File: src/rtl/seg_pkg.sv
// rtl/seg_pkg.sv - segment glyph constants, symbol types and pattern-to-code decode
package seg_pkg;

    typedef logic [5:0] sym_code_t;

    typedef struct packed {
        logic      unknown;
        sym_code_t code;
    } dec_entry_t;

    localparam sym_code_t SYM_UNKNOWN = 6'd63;
    localparam sym_code_t SYM_BLANK   = 6'd42;

    localparam logic [7:0] SEG_BLANK = 8'h00;
    localparam logic [7:0] SEG_GRAU  = 8'h63;
    // Codes with no glyph carry bit7 set, which a real pattern is never matched against.
    localparam logic [7:0] SEG_NONE  = 8'h80;
    localparam int         NUM_GLYPHS = 42;

    localparam logic [7:0] SEG_GLYPH [NUM_GLYPHS] = '{
        8'h3f, 8'h06, 8'h5b, 8'h4f, 8'h66, 8'h6d, 8'h7d, 8'h07, 8'h7f, 8'h6f,
        8'h77, 8'h7c, 8'h39, 8'h5e, 8'h79, 8'h71, SEG_NONE, SEG_NONE, SEG_NONE, 8'h58,
        SEG_NONE, SEG_NONE, SEG_NONE, SEG_NONE, 8'h76, 8'h74, 8'h10, SEG_NONE, 8'h1e, 8'h38,
        8'h54, SEG_NONE, 8'h5c, 8'h73, 8'h67, 8'h50, SEG_NONE, 8'h78, 8'h3e, 8'h1c,
        8'h6e, SEG_GRAU
    };

    function automatic dec_entry_t seg_to_code(input logic [7:0] pattern);
        dec_entry_t e;
        logic       hit;
        e.unknown = 1'b1;
        e.code    = SYM_UNKNOWN;
        hit       = 1'b0;
        if (!pattern[7]) begin
            if (pattern == SEG_BLANK) begin
                e.unknown = 1'b0;
                e.code    = SYM_BLANK;
                hit       = 1'b1;
            end
            for (int i = 0; i < NUM_GLYPHS; i++) begin
                if (!hit && SEG_GLYPH[i] == pattern) begin
                    e.unknown = 1'b0;
                    e.code    = sym_code_t'(i);
                    hit       = 1'b1;
                end
            end
        end
        return e;
    endfunction

endpackage

File: src/rtl/sync_fifo.sv
// rtl/sync_fifo.sv - small synchronous FIFO with occupancy count and zeroed head when empty
module sync_fifo #(
    parameter int WIDTH = 8,
    parameter int DEPTH = 4
) (
    input  logic                     clk,
    input  logic                     resetn,
    input  logic                     push,
    input  logic                     pop,
    input  logic [WIDTH-1:0]         wdata,
    output logic [WIDTH-1:0]         rdata,
    output logic                     full,
    output logic                     empty,
    output logic [$clog2(DEPTH):0]   count
);
    localparam int PTR_W = $clog2(DEPTH);

    logic [WIDTH-1:0] mem [DEPTH];
    logic [PTR_W-1:0] wr_ptr;
    logic [PTR_W-1:0] rd_ptr;
    logic             pop_ok;
    logic             push_ok;

    assign empty   = (count == '0);
    assign full    = (count == (PTR_W+1)'(DEPTH));
    assign pop_ok  = pop && !empty;
    // A full FIFO still takes a push when the head leaves in the same cycle.
    assign push_ok = push && (!full || pop_ok);
    assign rdata   = empty ? '0 : mem[rd_ptr];

    always_ff @(posedge clk) begin
        if (!resetn) begin
            wr_ptr <= '0;
            rd_ptr <= '0;
            count  <= '0;
        end else begin
            if (push_ok) wr_ptr <= wr_ptr + 1'b1;
            if (pop_ok)  rd_ptr <= rd_ptr + 1'b1;
            case ({push_ok, pop_ok})
                2'b10:   count <= count + 1'b1;
                2'b01:   count <= count - 1'b1;
                default: count <= count;
            endcase
        end
    end

    always_ff @(posedge clk) begin
        if (resetn && push_ok) mem[wr_ptr] <= wdata;
    end

endmodule

File: src/rtl/seg_pattern_decoder.sv
// rtl/seg_pattern_decoder.sv - stable-pattern filter and 7-seg decode into a FIFO; option SEGDEC_ERRCNT_EN
module seg_pattern_decoder
    import seg_pkg::*;
#(
    parameter int STABLE_CYCLES = 4,
    parameter int DEPTH         = 4
) (
    input  logic                     clk_2,
    input  logic                     reset,
    input  logic [7:0]               seg_in,
    output logic [5:0]               out_code,
    output logic                     out_unknown,
    output logic                     out_valid,
    input  logic                     out_ready,
    output logic [$clog2(DEPTH):0]   fifo_count,
    output logic                     overflow
`ifdef SEGDEC_ERRCNT_EN
    ,
    output logic [7:0]               err_count
`endif
);
    localparam int CNT_W = (STABLE_CYCLES > 1) ? $clog2(STABLE_CYCLES) : 1;

    logic [7:0]       seg_q;
    logic [CNT_W-1:0] cnt;
    logic             armed;
    logic             push_req;
    logic             pop;
    logic             full;
    logic             empty;
    dec_entry_t       dec;
    dec_entry_t       head;

    assign dec      = seg_to_code(seg_q);
    assign push_req = (seg_in == seg_q) && (int'(cnt) >= STABLE_CYCLES - 1) && armed;
    assign pop      = out_valid && out_ready;

    // armed is cleared after the one push so a held pattern is reported only once.
    always_ff @(posedge clk_2) begin
        if (!reset) begin
            seg_q <= 8'h00;
            cnt   <= '0;
            armed <= 1'b0;
        end else if (seg_in != seg_q) begin
            seg_q <= seg_in;
            cnt   <= '0;
            armed <= 1'b1;
        end else if (int'(cnt) < STABLE_CYCLES - 1) begin
            cnt   <= cnt + 1'b1;
        end else if (armed) begin
            armed <= 1'b0;
        end
    end

    always_ff @(posedge clk_2) begin
        if (!reset) begin
            overflow <= 1'b0;
        end else if (push_req && full && !pop) begin
            overflow <= 1'b1;
        end
    end

`ifdef SEGDEC_ERRCNT_EN
    always_ff @(posedge clk_2) begin
        if (!reset) begin
            err_count <= 8'd0;
        end else if (push_req && dec.unknown && err_count != 8'hff) begin
            err_count <= err_count + 8'd1;
        end
    end
`endif

    sync_fifo #(
        .WIDTH ($bits(dec_entry_t)),
        .DEPTH (DEPTH)
    ) u_fifo (
        .clk    (clk_2),
        .resetn (reset),
        .push   (push_req),
        .pop    (pop),
        .wdata  (dec),
        .rdata  (head),
        .full   (full),
        .empty  (empty),
        .count  (fifo_count)
    );

    assign out_valid   = !empty;
    assign out_code    = head.code;
    assign out_unknown = head.unknown;

endmodule

File: config.mk
export PLATFORM = sky130hd
export DESIGN_NAME = seg_pattern_decoder
export DESIGN_NICKNAME = d
export VERILOG_FILES = /design/src/rtl/seg_pkg.sv /design/src/rtl/sync_fifo.sv /design/src/rtl/seg_pattern_decoder.sv
export SDC_FILE = /design/constraint.sdc
export NUM_CORES = 1
export LEC_CHECK = 0
export ABC_CLOCK_PERIOD_IN_PS = 2700
export BUFFER_PORTS_ARGS = -buffer_cell sky130_fd_sc_hd__buf_2
export CORE_MARGIN = 2
export CORE_UTILIZATION = 50
export CTS_CLUSTER_DIAMETER = 30
export DETAILED_ROUTE_END_ITERATION = 12
export GPL_TIMING_DRIVEN = 0
export PLACE_DENSITY = 0.78
export SLEW_MARGIN = 15
export SYNTH_ARGS = -nofsm -noshare
export SYNTH_HDL_FRONTEND = slang
export SYNTH_SLANG_ARGS = --single-unit
File: constraint.sdc
create_clock -name clk_2 -period 2.7 [get_ports clk_2]
set_clock_uncertainty 0.05 [all_clocks]
set_input_delay 0.405 -clock clk_2 [delete_from_list [all_inputs] [get_ports clk_2]]
set_output_delay 0.405 -clock clk_2 [all_outputs]
set_load 0.01 [all_outputs]
# After elaboration in Yosys (flattened, before gate mapping)
# Memories as Yosys holds them, arrays and structs flattened. A register that Yosys moved wholly into a read port is not among the register bits.
# Cells that the tools add are included.
# totals
reg_bits,19
ram_bits,28
input_bits,11
out_inout_bits,12
word_cells,291
mem_count,1
# memory_table
name,depth,word_bits,read_ports,rd_ports_with_merged_regs,write_ports,line,source
u_fifo.mem,4,7,1,1,1,sync_fifo.sv:18,logic [WIDTH-1:0] mem [DEPTH];
# classes
add_sub_neg,5
magnitude_cmp,2
eq_ne,39
mux,136
bitwise_logic,1
reduce_logical,100
# op_table
cell,count
$mux W7,45
$eq A7 B8 Y1 const A,23
$mux W1,88
$logic_and A1 B1 Y1,50
$logic_not A1 Y1,45
$eq A6 B8 Y1 const A,4
$eq A5 B8 Y1 const A,3
$eq A3 B8 Y1 const A,2
$eq A8 B8 Y1,1
$eq A8 B8 Y1 const A,1
$logic_not A8 Y1,1
$ne A8 B8 Y1,1
$add A2 B1 Y2 const B,3
$pmux W3 S2,1
$mux W2,2
$add A3 B1 Y3 const B,1
$eq A3 B3 Y1 const B,1
$logic_not A3 Y1,1
$sub A3 B1 Y3 const B,1
$eq A2 B1 Y1 const B,1
$eq A2 B2 Y1 const B,1
$ge A2 B2 Y1 const B,1
$lt A2 B2 Y1 const B,1
$ne A2 B2 Y1 const B,1
4 further kinds,4

# Logic depth before layout (Yosys ltp)
# logic_depth
depth_word,171
mapped_depth,10
ltp_nobuf,9

# Modules after synthesis
# From an unflattened synthesis, not the netlist that was laid out.
# hier_totals
cells_unflattened,279
area_unflattened_um2,2927.8
# modules_own_cells
module,instances,cells_per_inst,area_each_um2,seq_area_each_um2
sync_fifo,1,99,1556.5,1021.0
seg_pattern_decoder,1,180,1371.3,240.2

# Least setup slack after synthesis
# OpenSTA, ideal clock, no wires.
# synth_timing
kind,flip-flop to flip-flop
startpoint,register seg_q[5]
endpoint,register u_fifo.count[2]
setup_time_ns,0.076
arrival_ns,2.304
required_ns,2.574
path_slack_ns,0.271
stages_incl_launch_ff,11
path_buffers,1
period_less_slack_ns,2.429
path_cell_list,dfxtp_1 > buf_2 > xnor2_1 > nand4_1 > or4_1 > ha_1 > inv_1 > fa_1 > xor2_1 > or3_1 > a21boi_0
# synth_via
elab_chain_len,6
word_cells_on_any_way,8
classes_between,3 x eq/ne; 1 x mux; 4 x reduce/logical
# synth_lines
element,line,source
start: declaration,seg_pattern_decoder.sv:24,logic [7:0] seg_q;
start signal: assignment,seg_pattern_decoder.sv:45,seg_q <= seg_in;
$eq A8 B8 Y1 *,seg_pattern_decoder.sv:35,assign push_req = (seg_in == seg_q) && (int'(cnt) >= STABLE_CYCLES - 1) && armed;
$logic_and A1 B1 Y1 * (2 in a row),seg_pattern_decoder.sv:35,
$logic_and A1 B1 Y1 *,sync_fifo.sv:28,assign push_ok = push && (!full || pop_ok);
$eq A2 B1 Y1 or $eq A2 B2 Y1 (tied branches),sync_fifo.sv:39,"case ({push_ok, pop_ok})"
$pmux W3 S2 or $reduce_bool A2 Y1 (tied branches),n/a,
end signal: assignment,sync_fifo.sv:40,2'b10: count <= count + 1'b1;
end signal: assignment,sync_fifo.sv:41,2'b01: count <= count - 1'b1;
end signal: assignment,sync_fifo.sv:42,default: count <= count;
end: declaration,sync_fifo.sv:14,output logic [$clog2(DEPTH):0] count
# Mark *: on every way between the ends. The rest lies on a longest branch, timed or not.
# A chain may end at the register's enable or synchronous reset.

==> impl_metrics.ini <==
[outcome]
outcome = complete, no violations

[clocking]
clock_sinks = 49
cts_tree = built
cts_buffers = 5
cts_root_buffer = clkbuf_8
htreeDepth = 2
cts_max_path_buffers = 2
holdBufCountCts = 0
clock_latency_ns = 0.30
clk_pin_slew_worst_paths_ns = 0.09

[layout]
final_common_cell = buf_2
seqCellArea_um2 = 1264
multiInputGateArea_um2 = 1565
diodes = 0
fill_cells = 531
drive_gt1_share_pct = 20.89
final_nets = 333
instances_no_fill = 391
area_growth_pct = 11.33
finalInstanceArea_um2 = 3294
final_cell_mix = 36 x buf_2, 28 x edfxtp_1, 24 x and2_1, 19 x dfxtp_1, 18 x nand2_1
postLayoutCoreUtil_pct = 56.65

[synth]
netlist-cell-type-count = 62
synthFlopType = edfxtp_1
ys_ff_latch = 49
ys_top_cells_by_area = edfxtp_1 28%, dfxtp_1 14%, mux4_2 5.3%, and2_1 5.1%, xnor2_1 3.8%
syn-cell-area_um2 = 2959
synthArstFlopShare_pct = 0
yosys.area.top_type = edfxtp_1
synth_edf_count = 28
avgSynthCellArea_um2 = 10.35
yosysWarnings = 0
synth_fp_nets = 304
ys_seq_area_share_pct = 42.62
yosysTopAreaCellShare_pct = 28.41
syn_inst = 286

[detailed_routing]
antenna_left = 0
drt-total-wl_mm = 6.680
drtIter0Drc = 218
via_per_inst = 6.130
drt_first_pass_iters = 4
route.detailed.drc = 0
vias = 2397
wire_per_inst_um = 17.08

[floorplanning]
die_x_um = 80.93
io_pins = 23
start_util_pct = 50.88
coreArea_um2 = 5816
die_y_um = 80.93
dieArea_um2 = 6550
rows = 28

[setup_path]
worstPathArrival_ns = 2.56
startpoint = seg_q[0]
critPathRequiredTime_ns = 2.69
critPathKind = register to register
end_kind = register
r2r_start = seg_q[0]
rr_worst_depth = 6
cp_max_fo = 10
cp-start-kind = register

[timing]
maxSlewViolCount = 0
maxSlewHeadroom_pct = 60.50
whs_ns = 0.2699
max_freq_ghz = 0.3887
period_share_pct = 95.28
tightest_slew_ns = 0.5843
hold_viol = 0
period_needed_ns = 2.573
setup_tns_ns = 0
setup_viol = 0
setup_slack_ns = 0.1274
rsz0062_at_grt = false

[power]
p_int_mw = 1.055
switching_share_pct = 25.94
p_clk_share_pct = 31.3
seqPwrFrac_pct = 56.4
p_per_area_nw_per_um2 = 432.4
leakage_nw = 1.116
p_switching_mw = 0.3695
total_power_mw = 1.424
comb_power_share_pct = 12.3
peakVddDrop_mv = 0.3937

[grt]
antenna_found_initial = 0
grt_overflow = 0
grt_pass1_wl_mm = 11.16
grt_max_degree = 18
grt_pass1_vias = 2288
grt_usage_pct = 21.79

[placement]
routabilityCongestion = 0.9686
portBuffers = 22
place_area_um2 = 3163
hpwl_mm = 4.878
dpl.cell_count = 383
dp_slack_ns = 0.006343

[worst_hold_path]
hold_start = seg_in[7]
hold_path.class = input port to register
hold_path_depth = 2

[flow_run]
cap_violations = 0
-- Yosys cell counts (all sizes together), types with 4 or more instances --
library cell / number
edfxtp: 28
and2: 24
dfxtp: 21
buf: 19
nand2: 18
nor2: 14
xnor2: 13
nor3: 10
o21ai: 10
inv: 9
mux4: 7
or4: 7
ha: 6
nand2b: 6
clkbuf: 5
o31ai: 5
or3: 5
xor2: 5
nand3b: 4
nand4b: 4
nor2b: 4
nor4: 4
o22ai: 4
-- worst paths after layout --
path / end / slack (ns)
worst max-delay path: u_fifo.mem[3][6] / 0.13
worst min-delay path: seg_q[7] / 0.27
worst max register to register: u_fifo.mem[3][6] / 0.13
worst min register to register: overflow / 0.47
-- cells by family (layout without fill, tap and decap cells) --
| family | Yosys count | in the layout | synth area share (%) |
|---|---|---|---|
| buffers and inverters | 33 | 63 | 5.370 |
| xor gates and xnor gates | 18 | 18 | 5.328 |
| and+or+nand+nor | 119 | 119 | 23.97 |
| AOI/OAI and AO/OA | 51 | 51 | 13.49 |
| muxes | 9 | 9 | 6.004 |
| adders and majority gates | 7 | 7 | 3.213 |
| DFF | 49 | 49 | 42.62 |
-- timing repair --
| item | CTS | global route |
|---|---|---|
| hold endpoints to repair | 0 | 0 |
| setup endpoints to repair | 4 | 6 |
| gates cloned | 0 | 0 |
| setup buffers | 0 | 0 |
| resized for setup | 1 | 10 |
-- power groups by stage --
stage	sequential, mW	combinational (mW)	clock [mW]
after floorplan	0.819	0.121	0
after global placement	0.820	0.166	0
after detailed placement	0.821	0.165	0
after CTS	0.803	0.167	0.453
after global routing	0.805	0.190	0.483
final	0.804	0.175	0.445
-- sequential cells by signal, indices dropped and copies added, names as in the netlist, named ones only --
| name | count |
|---|---|
| u_fifo.mem | 28 |
| u_fifo.count | 3 |
| cnt | 2 |
| seg_q | 8 |
| armed | 1 |
| overflow | 1 |
| u_fifo.wr_ptr | 2 |
| u_fifo.rd_ptr | 2 |
-- critical path, stage by stage, from the launching register on --
cell	delay (ns)
dfxtp_1	0.40
buf_2	0.24
buf_2	0.25
nor3_1	0.08
a211oi_1	0.39
nand4b_1	0.26
o41ai_2	0.63
-- area by class of cell --
type / instances / share of cell area, %
multi-input combinational: 204 / 47.51
clock inverter: 3 / 0.7596
timing repair buffer: 22 / 3.342
tap: 75 / 2.848
sequential: 49 / 38.36
buffer: 24 / 4.064
inverter: 9 / 1.025
clock buffer: 5 / 2.089
-- layer usage --
metal	track usage [%]	vias up	wire length, um
met3	4.000	12	472
met5	0	-	0
li1	-	1133	-
met4	5.085	0	112
met2	35.54	115	3155
met1	30.23	1137	2938
No activity file was read; power rests on OpenSTA's default activity.
